--- config.mk ---
export PLATFORM = sky130hd
export DESIGN_NAME = rvv_vsetvl_unit
export DESIGN_NICKNAME = d
export VERILOG_FILES = /design/src/rtl/rvv_vsetvl_unit_pkg.sv /design/src/rtl/rvv_vlmax_calc.sv /design/src/rtl/rvv_vsetvl_unit.sv
export SDC_FILE = /design/constraint.sdc
export NUM_CORES = 1
export LEC_CHECK = 0
export CAP_MARGIN = 20
export CORE_MARGIN = 4
export CORE_UTILIZATION = 35
export CTS_BUF_LIST = sky130_fd_sc_hd__clkbuf_4 sky130_fd_sc_hd__clkbuf_8
export DETAILED_ROUTE_END_ITERATION = 7
export GPL_TIMING_DRIVEN = 0
export RECOVER_POWER = 100
export SYNTH_ARGS = -nofsm -noshare
export SYNTH_HDL_FRONTEND = slang
export SYNTH_SLANG_ARGS = --single-unit
--- constraint.sdc ---
create_clock -name clk -period 3.8 [get_ports clk]
set_clock_uncertainty 0.1 [all_clocks]
set_input_delay 0.38 -clock clk [delete_from_list [all_inputs] [get_ports clk]]
set_output_delay 0.38 -clock clk [all_outputs]
set_load 0.01 [all_outputs]
--- src/rtl/rvv_vsetvl_unit_pkg.sv ---
// Shared types for the RVV vector-configuration unit: vtype fields, SEW/LMUL
// encodings and the vset uop opcode.
package rvv_vsetvl_unit_pkg;

  typedef enum logic [1:0] {
    VSETVLI  = 2'd0,
    VSETIVLI = 2'd1,
    VSETVL   = 2'd2
  } vset_op_e;

  typedef enum logic [2:0] {
    SEW8  = 3'd0,
    SEW16 = 3'd1,
    SEW32 = 3'd2,
    SEW64 = 3'd3
  } sew_e;

  typedef enum logic [2:0] {
    LMUL1    = 3'd0,
    LMUL2    = 3'd1,
    LMUL4    = 3'd2,
    LMUL8    = 3'd3,
    LMUL_RSV = 3'd4,
    LMUL1_8  = 3'd5,
    LMUL1_4  = 3'd6,
    LMUL1_2  = 3'd7
  } lmul_e;

  typedef struct packed {
    logic  vma;
    logic  vta;
    sew_e  vsew;
    lmul_e vlmul;
  } vtype_t;

  // Right-shift amount for fractional LMUL: 1/8 -> 3, 1/4 -> 2, 1/2 -> 1.
  function automatic logic [2:0] frac_shift(input logic [2:0] vlmul);
    return 3'd4 - {1'b0, vlmul[1:0]};
  endfunction

endpackage

--- src/rtl/rvv_vlmax_calc.sv ---
// Combinational vtype legality and VLMAX = VLEN/SEW*LMUL using shifts only.
// SEW64 support is compiled in with RVV_VSETVL_SEW64_EN.
module rvv_vlmax_calc
  import rvv_vsetvl_unit_pkg::*;
#(
  parameter int VLEN = 128,
  parameter int XLEN = 32,
  parameter int ELEN = 32
) (
  input  logic [2:0]      vsew,
  input  logic [2:0]      vlmul,
  input  logic            rsv,
  output logic            vill,
  output logic [XLEN-1:0] vlmax
);

  logic            sew_ok;
  logic            frac_ok;
  logic [10:0]     sew_bits;
  logic [XLEN-1:0] base;

  always_comb begin
`ifdef RVV_VSETVL_SEW64_EN
    sew_ok = (vsew <= SEW32) || ((vsew == SEW64) && (ELEN == 64));
    base   = XLEN'(VLEN) >> ({1'b0, vsew} + 4'd3);
`else
    sew_ok = (vsew <= SEW32);
    base   = XLEN'(VLEN) >> ({2'b00, vsew[1:0]} + 4'd3);
`endif
    sew_bits = 11'd8 << vsew;
    frac_ok  = 1'b1;
    if (!vlmul[2]) begin
      vlmax = base << vlmul[1:0];
    end else begin
      vlmax   = base >> frac_shift(vlmul);
      // SEW must fit in ELEN*LMUL when LMUL is fractional
      frac_ok = int'(sew_bits) <= (ELEN >> frac_shift(vlmul));
    end
    vill = rsv || (vlmul == LMUL_RSV) || !sew_ok || !frac_ok;
  end

endmodule

--- src/rtl/rvv_vsetvl_unit.sv ---
// Two-stage vsetvl/vsetivli/vsetvl unit holding architectural vtype/vl.
// Optional SEW64 support: define RVV_VSETVL_SEW64_EN.
module rvv_vsetvl_unit
  import rvv_vsetvl_unit_pkg::*;
#(
  parameter int VLEN = 128,
  parameter int XLEN = 32,
  parameter int ELEN = 32
) (
  input  logic            clk,
  input  logic            rst_n,
  input  logic            flush,
  input  logic            in_valid,
  output logic            in_ready,
  input  vset_op_e        in_op,
  input  logic            in_rs1_x0,
  input  logic            in_rd_x0,
  input  logic [XLEN-1:0] in_avl,
  input  logic [XLEN-1:0] in_vtype,
  output logic            out_valid,
  input  logic            out_ready,
  output logic [XLEN-1:0] out_rd_data,
  output logic            out_rd_we,
  output logic [XLEN-1:0] vtype_q,
  output logic [XLEN-1:0] vl_q,
  output logic            vill_q
);

  localparam logic [XLEN-1:0] VILL_VTYPE = {1'b1, {(XLEN-1){1'b0}}};

  typedef struct packed {
    vset_op_e        op;
    logic            rs1_x0;
    logic            rd_x0;
    logic [XLEN-1:0] avl;
    logic [XLEN-1:0] vtype;
  } uop_t;

  typedef struct packed {
    logic [XLEN-1:0] vl;
    logic [XLEN-1:0] vtype;
    logic            rd_we;
  } res_t;

  uop_t            s1_q, s1_d;
  res_t            s2_q, s2_d, res;
  logic            s1_valid_q, s1_valid_d;
  logic            s2_valid_q, s2_valid_d;
  logic [XLEN-1:0] vl_d, vtype_d;
  logic            s2_load, commit, keep_vl, vill, cfg_vill, vtype_rsv;
  logic [XLEN-1:0] cur_vl, avl, vlmax;

  // A set top bit in a requested vtype is treated like any other reserved bit.
  assign vtype_rsv = |s1_q.vtype[XLEN-1:8];

  rvv_vlmax_calc #(.VLEN(VLEN), .XLEN(XLEN), .ELEN(ELEN)) u_vlmax (
    .vsew  (s1_q.vtype[5:3]),
    .vlmul (s1_q.vtype[2:0]),
    .rsv   (vtype_rsv),
    .vill  (cfg_vill),
    .vlmax (vlmax)
  );

  always_comb begin
    s2_load  = s1_valid_q && (!s2_valid_q || out_ready);
    in_ready = !flush && (!s1_valid_q || s2_load);
    commit   = s2_valid_q && out_ready && !flush;

    // The older uop sitting in S2 is the "current" state for the one in S1
    cur_vl  = s2_valid_q ? s2_q.vl : vl_q;
    keep_vl = (s1_q.op != VSETIVLI) && s1_q.rs1_x0 && s1_q.rd_x0;
    if (s1_q.op == VSETIVLI) avl = {{(XLEN-5){1'b0}}, s1_q.avl[4:0]};
    else if (!s1_q.rs1_x0)   avl = s1_q.avl;
    else if (!s1_q.rd_x0)    avl = '1;
    else                     avl = cur_vl;
    vill = cfg_vill || (keep_vl && (cur_vl > vlmax));

    res.vl    = vill ? '0 : ((avl < vlmax) ? avl : vlmax);
    res.vtype = vill ? VILL_VTYPE : s1_q.vtype;
    res.rd_we = !s1_q.rd_x0;

    s1_d       = s1_q;
    s1_valid_d = s1_valid_q;
    if (in_ready) begin
      s1_valid_d = in_valid;
      if (in_valid)
        s1_d = '{op: in_op, rs1_x0: in_rs1_x0, rd_x0: in_rd_x0, avl: in_avl, vtype: in_vtype};
    end
    if (flush) s1_valid_d = 1'b0;

    s2_d       = s2_q;
    s2_valid_d = s2_valid_q;
    if (s2_load) begin
      s2_d       = res;
      s2_valid_d = 1'b1;
    end else if (commit) begin
      s2_valid_d = 1'b0;
    end
    if (flush) s2_valid_d = 1'b0;

    vl_d    = commit ? s2_q.vl    : vl_q;
    vtype_d = commit ? s2_q.vtype : vtype_q;
  end

  always_ff @(posedge clk or negedge rst_n) begin
    if (!rst_n) begin
      s1_q       <= '0;
      s1_valid_q <= 1'b0;
      s2_q       <= '0;
      s2_valid_q <= 1'b0;
      vl_q       <= '0;
      vtype_q    <= VILL_VTYPE;
    end else begin
      s1_q       <= s1_d;
      s1_valid_q <= s1_valid_d;
      s2_q       <= s2_d;
      s2_valid_q <= s2_valid_d;
      vl_q       <= vl_d;
      vtype_q    <= vtype_d;
    end
  end

  assign out_valid   = s2_valid_q;
  assign out_rd_data = s2_q.vl;
  assign out_rd_we   = s2_q.rd_we;
  assign vill_q      = vtype_q[XLEN-1];

endmodule
==> results of run 1 <==
## worst reg2reg max path, delay by kind of cell, from the launching register on
kind | cells | cell delay (ps)
fa+ha+maj | 1 | 320
simple gates | 4 | 990
buf+inv | 3 | 470
flops | 1 | 430
compound gates | 6 | 1280
## routing by layer
| layer | part of all wire | track usage | wire length [um] |
|---|---|---|---|
| met5 | 0 | 0 | 0 |
| met4 | 0.016 | 0.0406 | 372 |
| met3 | 0.043 | 0.0294 | 1010 |
| met2 | 0.47 | 0.257 | 10900 |
| met1 | 0.47 | 0.231 | 10900 |
## metrics by stage
step	std cells	setup WS, ps
3_5_place_dp	1226	-602
6_report	1263	122
2_1_floorplan	722	4.97
4_1_cts	1260	2.07
3_3_place_gp	1224	-6250
5_1_grt	1263	-33.2
## area by class of cell
class,instances,area (um2)
buffer,69,452
clock buffer,19,255
clock inverter,13,135
fill,2368,13500
inverter,14,55.1
multi-input combinational,438,3740
sequential,199,4980
tap,330,413
timing repair buffer,181,1830
## registers in the layout (all words and copies together) (netlist names)
name	cells
out_rd_we	1
s1_q	68
out_rd_data	32
vtype_q	32
vl_q	32
out_valid	1
s2_q	32
s1_valid_q	1
## where the power goes
group / switching, uW / internal (uW) / leakage [uW]
logic: 402 / 399 / 0.00279
registers: 82.9 / 2230 / 0.00262
clock network: 788 / 566 / 0.000199
total: 1270 / 3200 / 0.00561
## synthesized netlist by cell type, types with 7 or more instances
cell type / count / share of area
nand2_1: 16 / 0.0066
dfrtp_1: 198 / 0.54
a22o_1: 8 / 0.0077
nand2b_1: 11 / 0.0076
ha_1: 19 / 0.026
inv_1: 14 / 0.0058
and2_1: 49 / 0.034
buf_4: 35 / 0.029
nor2_1: 26 / 0.011
nor3_1: 15 / 0.0083
buf_1: 7 / 0.0029
nand3_1: 9 / 0.0050
nor4_1: 16 / 0.011
a21oi_1: 15 / 0.0083
mux2i_1: 15 / 0.017
nor2b_1: 8 / 0.0055
clkbuf_1: 22 / 0.0091
mux2_2: 142 / 0.18
o22ai_1: 8 / 0.0055
o21ai_0: 7 / 0.0039
## timing repair
item | in CTS | in global routing
hold endpoints to repair | 57 | 0
pin swaps | 3 | 8
buffers inserted | 3 | 3
hold buffers | 1 | 0
resized for setup | 18 | 15
endpoints found under the setup margin | 16 | 16
## cells by family (layout without fill, tap and decap cells)
family,count (synthesis),in the layout,synth area share
xor gates and xnor gates,4,4,0.00468
buffers and inverters,85,296,0.0512
muxes,158,158,0.194
DFF,199,199,0.548
and+or+nand+nor,176,176,0.112
other,1,1,0.000412
adders and majority gates,20,20,0.0272
AOI/OAI and AO/OA,79,79,0.0636
## worst min-delay path by stage
stage                            start              end  slack [ps]  cells past startpoint
after global placement       out_rd_we        out_rd_we         360                      2
after global routing      in_vtype[11]         s1_q[11]         390                      2
after CTS                        rst_n  out_rd_data[15]         310                      2
after floorplan                  rst_n   out_rd_data[0]         -20                      0
after detailed placement         rst_n  out_rd_data[15]         230                      1
final                         s2_q[17]         s2_q[17]         390                      1
==> results by group, run 1 <==
Timing
  – Slew HR: -0.759
  – Least-Margin Pin Slew: 2640 ps
  – Fin. Hold Viols: 0
  – Setup Total Neg Slack: 0 ps
  – Final period util: 0.968
  – Final min period: 3680 ps
  – Final setup vio count: 0
  – Maximum clock rate: 0.272 GHz
  – Hold Worst Slack: 390 ps
  – Max-slew violation count: 58

Synthesis
  – Post-synth EDFFs: 0
  – Ys async rst share: 1.00
  – Most used DFF post-synth: dfrtp_1
  – Syn Std Cell Area: 9090 um2
  – Synthesized flop and latch total: 199
  – Syn avg cell area: 12.6 um2
  – Post-Synthesis Cells: 722
  – Ys Warns: 0
  – Synth unique cells: 66
  – Sequential area share after synthesis: 0.548
  – Mapped Nets: 814

Clock network
  – Num CTS Buffers: 17
  – CTS clk-pin slew, worst paths: 100 ps
  – CTS tree: yes
  – Clk root buf: clkbuf_8
  – Worst-Skew Late Latency: 460 ps
  – H-Tree Level Count: 4
  – Buffer depth of the longest clock path: 2
  – # clock sinks: 199

Die
  – Die area: 28,600 um2
  – Die W: 169 um
  – CORE AREA: 25,400 um2
  – Cell Rows: 58
  – I/O pin cnt: 173
  – Initial cell density of the core: 0.358
  – Die height: 169 um

Placed design
  – Post-DP HPWL: 17,400 um
  – Placed cell areas: 11,300 um2
  – IO Port Bufs: 172
  – Placer Congestion: 0.872

Final layout
  – Cell area after layout: 11,900 um2
  – Layout area overhead: 30.5%
  – Most common cell after layout, fill and taps aside: dfrtp_1
  – Layout cells sized above 1: 0.267
  – Final #Nets: 1,012
  – Commonest cells after routing, fill and taps aside: 197 x dfrtp_1, 141 x mux2_2, 100 x dlygate4sd3_1
  – Utilization after layout: 0.467
  – ANT cells: 0

GRT
  – Congestion Overflow GR: 0
  – Antenna violations before repair: 0
  – First-pass GRT wire length: 36,200 um
  – GRT Overall Usage: 0.162
  – Pin count of the biggest net entering global routing: 79
  – Vias in the first global route: 6,314

Drt
  – Routed Antenna Nets: 0
  – Vias per inst: 4.87
  – DR WL/cell: 18.4 um
  – Drt drc: 0
  – Via count: 6,153
  – First drt pass iteration count: 4
  – Total Wirelength: 23,200 um
  – Iteration-0 DRC count of the detailed router: 478

Critical path
  – R2r setup slk: 120 ps
  – Reg2reg start: s1_q[2]
  – Buffers and inverters on the worst path: 3
  – Worst reg2reg path endpoint: out_rd_data[4]
  – CP max FO: 10
  – Endpoint type of the worst setup path: flip-flop
  – CP Cell Sequence: buf_4, nand2b_1, nor3_1, inv_1, ha_1, and3_4, a221o_1, a21oi_2, o31ai_2, a21boi_1, o31a_1, or3_1, buf_6, o31ai_4
  – Critical path depth: 14
  – CP endpoint: out_rd_data[4]
  – Slowest cell delay on critical path: 430 ps
  – CP max-delay cell: dfrtp_1
  – Worst EP required: 4080 ps
  – Reg2reg path depth: 14
  – Arr. time, crit path: 3960 ps
  – Crit path max-delay family: compound AO/OA/AOI/OAI gates
  – Worst Setup Path Type: reg2reg
  – Critical Path Source: s1_q[2]
  – Startpoint types: flip-flop

Outcome
  – Outcome: finished, violations left
  – Violated checks: max-capacitance violations, max-slew violations

Power and ir drop
  – PwrDens: 377 nW/um2
  – Total power: 4470 uW
  – Leakage: 0.00561 uW
  – VDD IR max: 0.209 mV

Job
  – Max cap viols: 1

Worst hold path
  – Hold WC Path Type: reg2reg
No activity file was read; power rests on OpenSTA's default activity.
==> run 2: changes to the inputs <==
--- a/config.mk
+++ b/config.mk
@@ -12,6 +12,7 @@
 export DETAILED_ROUTE_END_ITERATION = 7
 export GPL_TIMING_DRIVEN = 0
 export RECOVER_POWER = 100
+export SLEW_MARGIN = 10
 export SYNTH_ARGS = -nofsm -noshare
 export SYNTH_HDL_FRONTEND = slang
 export SYNTH_SLANG_ARGS = --single-unit
==> results of run 2 <==
Final layout, timing and power as in run 1 (identical DEF).
==> run 3: changes to the inputs <==
--- a/config.mk
+++ b/config.mk
@@ -6,11 +6,12 @@
 export NUM_CORES = 1
 export LEC_CHECK = 0
 export CAP_MARGIN = 20
-export CORE_MARGIN = 4
+export CORE_MARGIN = 1.5
 export CORE_UTILIZATION = 35
 export CTS_BUF_LIST = sky130_fd_sc_hd__clkbuf_4 sky130_fd_sc_hd__clkbuf_8
 export DETAILED_ROUTE_END_ITERATION = 7
 export GPL_TIMING_DRIVEN = 0
+export HOLD_SLACK_MARGIN = 0.08
 export RECOVER_POWER = 100
 export SLEW_MARGIN = 10
 export SYNTH_ARGS = -nofsm -noshare
==> constraint.sdc (replaced) <==
create_clock -name clk -period 3.8 [get_ports clk]
set_clock_uncertainty 0.1 [all_clocks]
set_input_delay 0.57 -clock clk [delete_from_list [all_inputs] [get_ports clk]]
set_output_delay 0.57 -clock clk [all_outputs]
set_load 0.01 [all_outputs]
==> results by group, run 3 (synthesis results as in run 1) <==
Drt
  – Total Wirelength: 23,000 um (-0.65%)
  – First drt pass iteration count: 4 (unchanged)
  – Vias per inst: 4.91 (+0.79%)
  – Routed Antenna Nets: 0 (unchanged)
  – Via count: 6,246 (+1.5%)
  – Drt drc: 0 (unchanged)
  – Iteration-0 DRC count of the detailed router: 397 (-17%)
  – DR WL/cell: 18.1 um (-1.4%)

GRT
  – GRT Overall Usage: 0.178 (+0.0165)
  – First-pass GRT wire length: 36,200 um (-0.21%)
  – Congestion Overflow GR: 0 (unchanged)
  – Vias in the first global route: 6,344 (+0.48%)
  – Antenna violations before repair: 0 (unchanged)
  – Pin count of the biggest net entering global routing: 86 (+8.9%)

Clock network
  – Buffer depth of the longest clock path: 2 (unchanged)
  – Worst-Skew Late Latency: 460 ps (about the same)
  – Num CTS Buffers: 17 (unchanged)
  – H-Tree Level Count: 4 (unchanged)
  – CTS clk-pin slew, worst paths: 100 ps (about the same)
  – CTS tree: yes
  – # clock sinks: 199 (unchanged)
  – Clk root buf: clkbuf_8

Critical path
  – Worst EP required: 4070 ps (about the same)
  – Crit-path most repeated cell: buf_8
  – Slowest cell delay on critical path: 400 ps (-30 ps)
  – Endpoint type of the worst setup path: flip-flop
  – Startpoint types: flip-flop
  – Arr. time, crit path: 3930 ps (-30 ps)
  – CP max-delay cell: or3_4
  – Worst Setup Path Type: reg2reg
  – CP max FO: 19 (+9)
  – CP Cell Sequence: buf_8, buf_12, buf_8, mux2_2, ha_1, and3_1, a221o_1, a21oi_2, o31ai_2, a21boi_1, o31a_1, or3_4, buf_8, o31ai_4

Die
  – Initial cell density of the core: 0.359 (+0.00103)
  – Cell Rows: 58 (unchanged)
  – Die area: 27,000 um2 (-5.8%)
  – CORE AREA: 25,300 um2 (-0.29%)
  – Die height: 164 um (-3.0%)
  – Die W: 164 um (-3.0%)
  – I/O pin cnt: 173 (unchanged)

Final layout
  – Layout area overhead: 31.2%
  – Layout cells sized above 1: 0.275 (+0.00807)
  – Largest register FFs: 68 (unchanged)
  – Cell area after layout: 11,900 um2 (+0.56%)
  – Final #Nets: 1,021 (+0.89%)
  – ANT cells: 0 (unchanged)
  – Most common cell after layout, fill and taps aside: dfrtp_1
  – Commonest cells after routing, fill and taps aside: 197 x dfrtp_1, 142 x mux2_2, 100 x dlygate4sd3_1
  – Top reg by flops: s1_q
  – # fillers: 2,318 (-2.1%)

Timing
  – Fin. Hold Viols: 0 (unchanged)
  – Max-slew violation count: 54 (-6.9%)
  – Final setup vio count: 0 (unchanged)
  – Maximum clock rate: 0.274 GHz (+0.67%)
  – Least-Margin Pin Slew: 2490 ps (-148 ps)
  – Final period util: 0.962 (-0.00640)
  – Slew HR: -0.660 (+0.0990)
  – Final min period: 3650 ps (-24.3 ps)

Placed design
  – Placer Congestion: 0.860 (-1.4%)
  – Post-DP HPWL: 17,300 um (-0.80%)
  – Placed cell areas: 11,300 um2 (unchanged)
  – IO Port Bufs: 172 (unchanged)

Power and ir drop
  – Total power: 4440 uW (-0.67%)
  – Switching Fraction: 0.289 (+0.00476)
  – Leakage: 0.00564 uW (+0.52%)
  – P_sw: 1290 uW (+0.99%)
  – Logic pwr share: 0.181 (+0.002)
  – Pint: 3160 uW (-1.3%)
  – VDD IR max: 0.163 mV (-22%)
  – Seq pwr share: 0.521 (+0.003)
  – PwrDens: 372 nW/um2 (-1.2%)
  – Clk network pwr share: 0.297 (-0.006)

Worst hold path
  – Hold WC Path Type: reg2reg

Job
  – Max cap viols: 1 (unchanged)

Outcome
  – Violated checks: max-capacitance violations, max-slew violations
  – Outcome: finished, violations left
==> run 3: changes by cell type in the layout (fill, tap and decap cells not counted), sizes merged <==
cell / previous run / this run
clkbuf: 46 / 48
bufinv: 1 / 0
clkdlybuf4s25: 1 / 0
buf: 50 / 58
clkinvlp: 1 / 4
inv: 21 / 20
dlymetal6s4s: 0 / 1
clkinv: 4 / 2
==> run 3: repair_timing <==
| item | 4_1_cts | 5_1_grt |
|---|---|---|
| hold buffers | 1 | 0 |
| cloned | 0 | 0 |
| setup endpoints to repair | 16 | 16 |
| hold endpoints to repair | 53 | 0 |
| resized for setup | 20 | 17 |
| pin swaps | 2 | 7 |
| buffers inserted | 3 | 11 |
==> run 3: worst max-delay path, delay by kind of cell, from the launching register on <==
| kind | cells | cell delay, ps |
|---|---|---|
| adder cells (fa/ha/maj) | 1 | 310 |
| flip-flops | 1 | 390 |
| AO/OA/AOI/OAI | 6 | 1180 |
| AND/OR/NAND/NOR | 2 | 600 |
| buffers and inverters | 4 | 590 |
| multiplexers | 1 | 380 |
==> run 3: per-stage QoR <==
stage	hold slack (ps)	TNS, ps	worst slack, ps	util	instances
6_report	390	0	146	0.471	1272
5_1_grt	412	-48.7	-27.6	0.471	1272
4_1_cts	394	0	6.41	0.465	1261
3_5_place_dp	367	-7470	-564	0.446	1226
3_3_place_gp	363	-1287860	-6460	0.444	1224
2_1_floorplan	174	0	4.97	-	722
==> run 3: routing by layer <==
metal / vias to the layer above / track usage / part of all wire
met4: 0 / 0.0521 / 0.011
met1: 3116 / 0.250 / 0.47
met5: - / 0 / 0
met2: 148 / 0.288 / 0.49
li1: 2965 / - / -
met3: 17 / 0.0230 / 0.030
==> run 3: worst paths after layout <==
check                                from               to  slack (ps)  depth (start not counted)
worst max-delay path            out_valid   out_rd_data[4]         150                         14
worst min-delay path              s1_q[6]          s2_q[7]         390                          1
worst max register to register  out_valid   out_rd_data[4]         150                         14
worst min register to register    s1_q[6]          s2_q[7]         390                          1
max in group asynchronous           rst_n      vtype_q[31]         500                          4
min in group asynchronous           rst_n  out_rd_data[16]        1400                          2
==> run 3: layout make-up <==
type / count / area, um2 / share of cell area
Buffer: 70 / 474 / 0.0397
Inverter: 14 / 55.1 / 0.00461
Timing Repair Buffer: 189 / 1890 / 0.158
Clock inverter: 12 / 110 / 0.00923
Tap cell: 330 / 413 / 0.0346
Clock buffer: 20 / 269 / 0.0225
Multi-Input combinational cell: 438 / 3740 / 0.313
Sequential cell: 199 / 4980 / 0.418
==> run 3: power groups by stage <==
stage	clock network (uW)	logic [uW]	registers [uW]
after detailed placement	0	743	2360
after global routing	1460	889	2330
final	1320	805	2320
after global placement	0	726	2360
after floorplan	0	479	2330
after CTS	1380	766	2320
